===== config.mk =====
export PLATFORM = sky130hd
export DESIGN_NAME = ov_7670_capture
export DESIGN_NICKNAME = d
export VERILOG_FILES = /design/src/rtl/ov_7670_pkg.sv /design/src/rtl/ov_7670_edge.sv /design/src/rtl/ov_7670_capture.sv
export SDC_FILE = /design/constraint.sdc
export NUM_CORES = 1
export LEC_CHECK = 0
export CAP_MARGIN = 20
export CORE_AREA = 4 4 97 99
export CTS_CLUSTER_DIAMETER = 40
export CTS_CLUSTER_SIZE = 24
export DETAILED_ROUTE_END_ITERATION = 8
export DIE_AREA = 0 0 101 103
export PLACE_DENSITY_LB_ADDON = 0.25
export SLEW_MARGIN = 25
export SYNTH_ARGS = -nofsm -noshare
export SYNTH_HDL_FRONTEND = slang
export SYNTH_HIERARCHICAL = 1
export SYNTH_SLANG_ARGS = --single-unit

===== constraint.sdc =====
create_clock -name clk -period 2.65 [get_ports clk]
set_clock_uncertainty 0.1 [all_clocks]
set_input_delay 0.6625 -clock clk [delete_from_list [all_inputs] [get_ports clk]]
set_output_delay 0.6625 -clock clk [all_outputs]
set_load 0.01 [all_outputs]

===== src/rtl/ov_7670_pkg.sv =====
// Shared definitions for the OV7670 capture block: state encoding,
// default frame geometry and pixel coordinate widths.
package ov_7670_pkg;

  localparam int unsigned DEF_H_RES = 640;
  localparam int unsigned DEF_V_RES = 480;
  localparam int unsigned PIX_X_W   = 10;
  localparam int unsigned PIX_Y_W   = 9;

  typedef enum logic [1:0] {
    S_IDLE  = 2'd0,
    S_SYNC  = 2'd1,
    S_FRAME = 2'd2
  } cap_state_t;

  // The camera sends the RGB565 high byte first.
  function automatic logic [15:0] packRgb565(input logic [7:0] hi, input logic [7:0] lo);
    return {hi, lo};
  endfunction

endpackage


===== src/rtl/ov_7670_edge.sv =====
// Registered edge detector: one flop of history, rise/fall compare the
// current input against the previous cycle's value.
module ov_7670_edge (
  input  logic clk,
  input  logic rst_n,
  input  logic i_sig,
  output logic o_rise,
  output logic o_fall
);

  logic r_sig;

  always_ff @(posedge clk or negedge rst_n) begin
    if (!rst_n) begin
      r_sig <= 1'b0;
    end else begin
      r_sig <= i_sig;
    end
  end

  assign o_rise = i_sig & ~r_sig;
  assign o_fall = ~i_sig & r_sig;

endmodule


===== src/rtl/ov_7670_capture.sv =====
// OV7670 DVP capture: assembles byte pairs into RGB565 pixels with x/y tags.
// Optional macro OV_CAPTURE_FRAME_SKIP_EN emits pixels on even frames only.
module ov_7670_capture
  import ov_7670_pkg::*;
#(
  parameter int unsigned H_RES = DEF_H_RES,
  parameter int unsigned V_RES = DEF_V_RES
) (
  input  logic               clk,
  input  logic               reset,
  input  logic               init_done,
  input  logic               vsync,
  input  logic               href,
  input  logic [7:0]         d,
  output logic [15:0]        pix_data,
  output logic               pix_valid,
  input  logic               pix_ready,
  output logic [PIX_X_W-1:0] pix_x,
  output logic [PIX_Y_W-1:0] pix_y,
  output logic               frame_done,
  output logic               frame_ok,
  output logic               err
);

  localparam int unsigned XCW = PIX_X_W + 1;
  localparam int unsigned YCW = PIX_Y_W + 1;
  localparam logic [XCW-1:0] X_LIMIT = XCW'(H_RES);
  localparam logic [YCW-1:0] Y_LIMIT = YCW'(V_RES);

  cap_state_t r_state;
  cap_state_t w_nextState;

  logic w_vsRise, w_vsFall, w_hrRise, w_hrFall;
  logic w_frameActive, w_lineFull, w_rowFull, w_emit;

  logic [XCW-1:0]     r_xCnt;
  logic [YCW-1:0]     r_yCnt;
  logic               r_phase;
  logic [7:0]         r_hiByte;
  logic               r_lineSeen;
  logic               r_inLine;
  logic               r_frameBad;
  logic [15:0]        r_pixData;
  logic               r_pixValid;
  logic [PIX_X_W-1:0] r_pixX;
  logic [PIX_Y_W-1:0] r_pixY;
  logic               r_frameDone;
  logic               r_frameOk;
  logic               r_err;

  ov_7670_edge u_vsEdge (
    .clk    (clk),
    .rst_n  (reset),
    .i_sig  (vsync),
    .o_rise (w_vsRise),
    .o_fall (w_vsFall)
  );

  ov_7670_edge u_hrEdge (
    .clk    (clk),
    .rst_n  (reset),
    .i_sig  (href),
    .o_rise (w_hrRise),
    .o_fall (w_hrFall)
  );

  always_ff @(posedge clk or negedge reset) begin
    if (!reset) begin
      r_state <= S_IDLE;
    end else begin
      r_state <= w_nextState;
    end
  end

  // Losing init_done overrides every state so a re-initialised camera
  // always resynchronises from a clean frame boundary.
  always_comb begin
    w_nextState = r_state;
    if (!init_done) begin
      w_nextState = S_IDLE;
    end else begin
      case (r_state)
        S_IDLE:  w_nextState = S_SYNC;
        S_SYNC:  if (w_vsFall) w_nextState = S_FRAME;
        S_FRAME: if (w_vsRise) w_nextState = S_SYNC;
        default: w_nextState = S_IDLE;
      endcase
    end
  end

  assign w_frameActive = (r_state == S_FRAME) && init_done;
  assign w_lineFull    = (r_xCnt >= X_LIMIT);
  assign w_rowFull     = (r_yCnt >= Y_LIMIT);

`ifdef OV_CAPTURE_FRAME_SKIP_EN
  logic r_frameCnt;

  // Counter restarts only from idle so frame 0 is the first frame after sync.
  always_ff @(posedge clk or negedge reset) begin
    if (!reset) begin
      r_frameCnt <= 1'b0;
    end else if (r_state == S_IDLE) begin
      r_frameCnt <= 1'b0;
    end else if (w_frameActive && w_vsRise) begin
      r_frameCnt <= ~r_frameCnt;
    end
  end

  assign w_emit = ~r_frameCnt;
`else
  assign w_emit = 1'b1;
`endif

  // Frame datapath. vsync outranks href, and a line still open when vsync
  // rises is abandoned and spoils frame_ok.
  always_ff @(posedge clk or negedge reset) begin
    if (!reset) begin
      r_xCnt      <= '0;
      r_yCnt      <= '0;
      r_phase     <= 1'b0;
      r_hiByte    <= '0;
      r_lineSeen  <= 1'b0;
      r_inLine    <= 1'b0;
      r_frameBad  <= 1'b0;
      r_pixData   <= '0;
      r_pixValid  <= 1'b0;
      r_pixX      <= '0;
      r_pixY      <= '0;
      r_frameDone <= 1'b0;
      r_frameOk   <= 1'b0;
      r_err       <= 1'b0;
    end else begin
      r_pixValid  <= 1'b0;
      r_frameDone <= 1'b0;
      if (!w_frameActive) begin
        r_xCnt     <= '0;
        r_yCnt     <= '0;
        r_phase    <= 1'b0;
        r_lineSeen <= 1'b0;
        r_inLine   <= 1'b0;
        r_frameBad <= 1'b0;
      end else if (w_vsRise) begin
        r_frameDone <= 1'b1;
        r_frameOk   <= !r_frameBad && !r_inLine && !r_phase && (r_yCnt == Y_LIMIT);
        r_pixY      <= '0;
        r_yCnt      <= '0;
        r_xCnt      <= '0;
        r_phase     <= 1'b0;
        r_lineSeen  <= 1'b0;
        r_inLine    <= 1'b0;
        r_frameBad  <= 1'b0;
      end else if (!vsync) begin
        if (w_hrFall) begin
          r_xCnt     <= '0;
          r_phase    <= 1'b0;
          r_inLine   <= 1'b0;
          r_lineSeen <= 1'b0;
          if (r_phase) begin
            r_err      <= 1'b1;
            r_frameBad <= 1'b1;
          end
          if (r_lineSeen) begin
            if (!w_rowFull) begin
              r_yCnt <= r_yCnt + 1'b1;
            end else begin
              r_frameBad <= 1'b1;
            end
            if (r_xCnt != X_LIMIT) begin
              r_frameBad <= 1'b1;
            end
          end
        end else if (href) begin
          if (w_hrRise) begin
            r_inLine <= 1'b1;
          end
          r_phase <= ~r_phase;
          if (!r_phase) begin
            r_hiByte <= d;
          end else begin
            r_lineSeen <= 1'b1;
            if (w_lineFull) begin
              r_err      <= 1'b1;
              r_frameBad <= 1'b1;
            end else begin
              r_xCnt <= r_xCnt + 1'b1;
              if (!w_rowFull) begin
                if (!pix_ready) begin
                  r_err      <= 1'b1;
                  r_frameBad <= 1'b1;
                end else if (w_emit) begin
                  r_pixValid <= 1'b1;
                  r_pixData  <= packRgb565(r_hiByte, d);
                  r_pixX     <= r_xCnt[PIX_X_W-1:0];
                  r_pixY     <= r_yCnt[PIX_Y_W-1:0];
                end
              end
            end
          end
        end
      end
    end
  end

  assign pix_data   = r_pixData;
  assign pix_valid  = r_pixValid;
  assign pix_x      = r_pixX;
  assign pix_y      = r_pixY;
  assign frame_done = r_frameDone;
  assign frame_ok   = r_frameOk;
  assign err        = r_err;

endmodule


# --- After elaboration in Yosys (flattened, before gate mapping) ---
# Cells that the tools add are included.
word_totals:
  inputBits: 14
  elab_cells: 147
  out_inout_bits: 39
  regBits: 76
op_classes:
  bitwise: 13
  eq_ne: 22
  n_addsub: 2
  reduce_logical: 24
  order_cmp: 2
  muxes: 67
ops:
  columns: ["cell", "n"]
  rows:
  - ["$mux 11", 7]
  - ["$mux 9", 8]
  - ["$mux 10", 6]
  - ["$mux 1", 42]
  - ["$ne 3x2->1 const B", 5]
  - ["$add 11x1->11 const B", 1]
  - ["$ge 11x10->1 const B", 1]
  - ["$ne 11x10->1 const B", 1]
  - ["$add 10x1->10 const B", 1]
  - ["$eq 10x9->1 const B", 1]
  - ["$ge 10x9->1 const B", 1]
  - ["$ne 3x1->1 const B", 3]
  - ["$not 1->1", 9]
  - ["$reduce_and 9->1", 1]
  - ["$ne 4x1->1 const B", 2]
  - ["$ne 4x2->1 const B", 2]
  - ["$reduce_and 4->1", 2]
  - ["$reduce_and 8->1", 1]
  - ["$reduce_bool 2->1", 4]
  - ["$reduce_and 7->1", 1]
  - ["$mux 2", 3]
  - ["$ne 2x1->1 const B", 3]
  - ["$pmux 2 s3", 1]
  - ["$reduce_and 2->1", 3]
  - ["12 further kinds", 21]

# --- Depth between registers and ports, before layout ---
depth:
  word_depth: 9
  depth_mapped: 8

# --- Modules after synthesis ---
# The synthesis kept the hierarchy.
by_module_without_submodules:
  columns: ["module", "seq_area_each_um2", "n_inst", "area_each_um2", "cells_per_inst"]
  rows:
  - ["ov_7670_capture", 1851.8, 1, 3250.6, 277]
  - ["ov_7670_edge", 25.0, 2, 40.0, 3]

# --- Least setup slack after synthesis ---
# OpenSTA, ideal clock, no wires.
synth_path:
  kind: "input-to-reg"
  start: "input port vsync"
  end: "register r_xCnt[8]"
  t_required_ns: 2.425
  stages: 6
  setup_time_ns: 0.125
  slack_ns: 0.268
  arrival_ns: 2.158
  n_path_buf: 0
  path_cell_list: "nor2b_1 > nand4bb_1 > a311oi_1 > nor3_1 > nand3_1 > mux2_2"
synth_via:
  elab_chain_len: 3
  elab_cells_between_ends: 8
  classes_between: "4 x eq/ne; 2 x mux; 1 x bitwise; 1 x reduce/logical"
synth_lines:
  columns: ["item", "line", "source"]
  rows:
  - ["start: declaration", "ov_7670_capture.sv:12", "input logic vsync,"]
  - ["$and 1x1->1", "ov_7670_edge.sv:21", "assign o_rise = i_sig & ~r_sig;"]
  - ["$ne 4x1->1 (no source line) (tied with other cells)", null, null]
  - ["$reduce_and 4->1 (no source line) or $mux 11 (tied branches)", null, null]
  - ["end signal: assignment", "ov_7670_capture.sv:185", "r_xCnt <= r_xCnt + 1'b1;"]
  - ["end: declaration", "ov_7670_capture.sv:36", "logic [XCW-1:0] r_xCnt;"]
# Several ways; a longest one is shown, not always the timed one.
# A chain may end at the register's enable or synchronous reset.

# --- Worst setup path after layout ---
layout_path:
  start: "input port href"
  end: "register r_pixData[12], in the netlist pix_data[12]"
layout_via:
  elab_chain_len: 4
layout_lines:
  columns: ["item", "line", "source"]
  rows:
  - ["start: declaration", "ov_7670_capture.sv:13", "input logic href,"]
  - ["$not 1->1", "ov_7670_edge.sv:22", "assign o_fall = ~i_sig & r_sig;"]
  - ["$and 1x1->1", "ov_7670_edge.sv:22", null]
  - ["net w_hrFall", "ov_7670_capture.sv:33", "logic w_vsRise, w_vsFall, w_hrRise, w_hrFall;"]
  - ["$not 1->1 (no source line)", null, null]
  - ["$reduce_and 9->1 (no source line)", null, null]
  - ["end signal: assignment", "ov_7670_capture.sv:192", "r_pixData <= packRgb565(r_hiByte, d);"]
  - ["end: declaration", "ov_7670_capture.sv:43", "logic [15:0] r_pixData;"]
# The timed path passes the listed nets, and every way through them passes these cells.

==> impl_metrics.csv <==
group,metric,value,unit
synthesis,synthMuxAreaShare,14.6,%
synthesis,yosys.area.top_type,"dfrtp_1",
sta,tns,0,ps
synthesis,yosys-top-cells-area,"dfrtp_1 (57%), mux2_2 (11%), nor2_1 (3.8%)",
routing,drc,0,
routing,first_pass_iters,4,
power_and_ir_drop,cellPowerDensity,498,nW/um^2
routing,drtIter0Drc,94,
clock_tree,h-tree-depth,3,
synthesis,netlist_top_cells_count,"dfrtp_1 (76), nor2_1 (34), mux2_2 (33)",
sta,setup_viol_count_final,0,
final_layout,final_cell_area,4340,um^2
synthesis,synth_most_common_cell,"dfrtp_1",
clock_tree,clock_latency,350,ps
grt,antenna_found_initial,0,
synthesis,yosys.area_share.adder,1.50,%
floorplan,initial_core_util,39.0,%
sta,worst_slew_pin_slew,702,ps
floorplan,ios,53,
synthesis,avgSynthCellArea,11.8,um^2
floorplan,fp.dieArea,10400,um^2
power_and_ir_drop,p_total,2160,uW
sta,rsz0062_at_grt,"no",
floorplan,row_count,34,
sta,post-route-period-util,90.7,%
placed_design,numPortBuffers,52,
placed_design,dp_cells,461,
clock_tree,cts.clk_slew.worst_paths,90,ps
final_layout,fillCellCount,762,
floorplan,die_w,101,um
sta,fin_crit,2400,ps
floorplan,dieHeight,103,um
synthesis,synth_top_area_share,57.1,%
worst_setup_path,r2r_cells,6,
grt,grt_pass1_wl,11500,um
synthesis,synth_edf_count,0,
placed_design,routabilityCongestion,0.793,
worst_setup_path,r2r_end,"pix_data[12]",
worst_setup_path,crit_arrival,2540,ps
synthesis,ys_seq_elements,76,
clock_tree,ctsHoldBuffers,0,
synthesis,synth_ff_type,"dfrtp_1",
grt,grt_pass1_vias,2415,
power_and_ir_drop,leakage,0.00195,uW
routing,viasPerCell,5.01,
final_layout,drive_gt1_share,23.0,%
worst_setup_path,reg2reg_slack,480,ps
synthesis,synth-compound-area-share,5.48,%
status,status,"completed",
synthesis,synth_fp_nets,301,
synthesis,async_flop_share,100,%
grt,grt_remaining_overflow,0,
clock_tree,cts.sinks,76,
synthesis,ys_seq_area_share,57.1,%
clock_tree,clockRootBuffer,"clkbuf_8",
grt,grt_max_degree,40,
sta,slew_headroom,52.9,%
grt,grt_usage,14.2,%
worst_setup_path,worstSetupEndpointType,"flip-flop",
sta,hold_viol,0,
flow_run,drv_cap,0,
synthesis,synthCells,283,
worst_setup_path,worstPathMaxFanout,26,
routing,post_drt_wl_per_cell,14.3,um
placed_design,placed_area,4150,um^2
clock_tree,post_cts_buffers,0,
clock_tree,cts_tree,"yes",
routing,antenna_left,0,
placed_design,place_hpwl,4910,um
synthesis,synth_cell_types,45,
sta,max_freq,416,MHz
worst_setup_path,start_kind,"input pin",
power_and_ir_drop,vdd.ir_drop.worst,0.273,mV
synthesis,synth_xor_area_share,2.63,%
final_layout,final_cells,477,
hold_path,min_path_type,"in -> async",
worst_setup_path,critPathKind,"in -> reg",
synthesis,synth_top_family_by_area,"simple AND/OR/NAND/NOR gates",
clock_tree,cts.path.max_buffers,2,
clock_tree,cts-buffers-inserted,9,
routing,dr_total_vias,2389,
worst_setup_path,startpoint,"href",
final_layout,multi_input_area,1310,um^2
floorplan,core,8550,um^2
sta,drv_slew,0,
synthesis,syn-cell-area,3330,um^2
final_layout,final_core_util,50.7,%
worst_setup_path,worstReg2RegStart,"r_xCnt[8]",
worst_setup_path,cp.required,2790,ps
final_layout,n_antenna_cell,0,
final_layout,area_growth,30.2,%
synthesis,synthSimpleGateAreaFrac,15.1,%
clock_tree,ctsResizeCount,0,
routing,wirelength,6840,um
final_layout,final-seq-area,1900,um^2
synthesis,yosysWarnings,6,
final_layout,fin_nets,382,
==> layer usage <==
metal / part of all wire [%] / wire length [um] / track usage [%]
met1: 46 / 3120 / 18.2
met5: 0 / 0 / 0
met4: 1.3 / 88 / 6.34
met2: 49 / 3350 / 23.1
met3: 4.1 / 279 / 3.04
==> layout make-up <==
class / count / share of cell area, %
Clock buffer: 9 / 2.86
Clock inverter: 7 / 1.33
Inverter: 17 / 1.47
Multi-Input combinational cell: 181 / 30.2
Sequential cell: 76 / 43.9
Tap cell: 108 / 3.12
Timing Repair Buffer: 79 / 17.2
==> sequential cells by signal (all words and copies together) (netlist names), 2 cells and up <==
| register | cells |
|---|---|
| pix_x | 10 |
| r_xCnt | 11 |
| r_hiByte | 8 |
| pix_y | 9 |
| pix_data | 16 |
| r_state | 2 |
| r_yCnt | 10 |
==> cell usage in the layout (no fill, tap or decap), types with 4 or more instances in the layout <==
cell type and instances:
a21oi_1 7, and3_1 6, buf_4 26, clkbuf_8 9, clkdlybuf4s50_1 51, dfrtp_1 76
ha_1 4, inv_1 17, mux2_2 33, mux2i_1 8, nand2_1 8, nand3_1 10
nand4_1 4, nor2_1 34, nor3_1 8, o21ai_0 11, xnor2_1 9
==> cells by family (layout without fill, tap and decap cells) <==
kind of cell / Yosys count / in the layout
flops: 76 / 76
buf+inv: 26 / 112
compound gates: 30 / 30
xor+xnor: 10 / 10
simple gates: 93 / 93
mux: 44 / 44
fa+ha+maj: 4 / 4
==> how the worst max path moves through the flow <==
stage	end	cells past startpoint
global route	pix_x[3]	8
finish	pix_data[12]	8
CTS	pix_x[4]	8
detailed placement	pix_x[4]	8
global placement	pix_x[1]	8
floorplan	r_xCnt[8]	6
==> worst max-delay path, stage by stage <==
cell and delay, ps:
clkdlybuf4s50_1 500, and2b_2 250, inv_1 70, and3_1 160, and3_1 170, and2_1 170
buf_12 200, mux2_2 350
==> power breakdown <==
| group | switching (uW) | total (uW) | leakage (uW) | internal [uW] |
|---|---|---|---|---|
| clock network | 471 | 825 | 0.0000886 | 355 |
| logic | 64.1 | 135 | 0.000824 | 70.9 |
| registers | 13.7 | 1200 | 0.00104 | 1180 |
==> per-stage QoR <==
step / setup slack [ps] / hold WS (ps)
after floorplan: 268 / 267
after global placement: -104 / 371
after detailed placement: -127 / 377
after CTS: 254 / 193
after global routing: 67.8 / 215
final: 246 / 190
No activity file was read; power rests on OpenSTA's default activity.
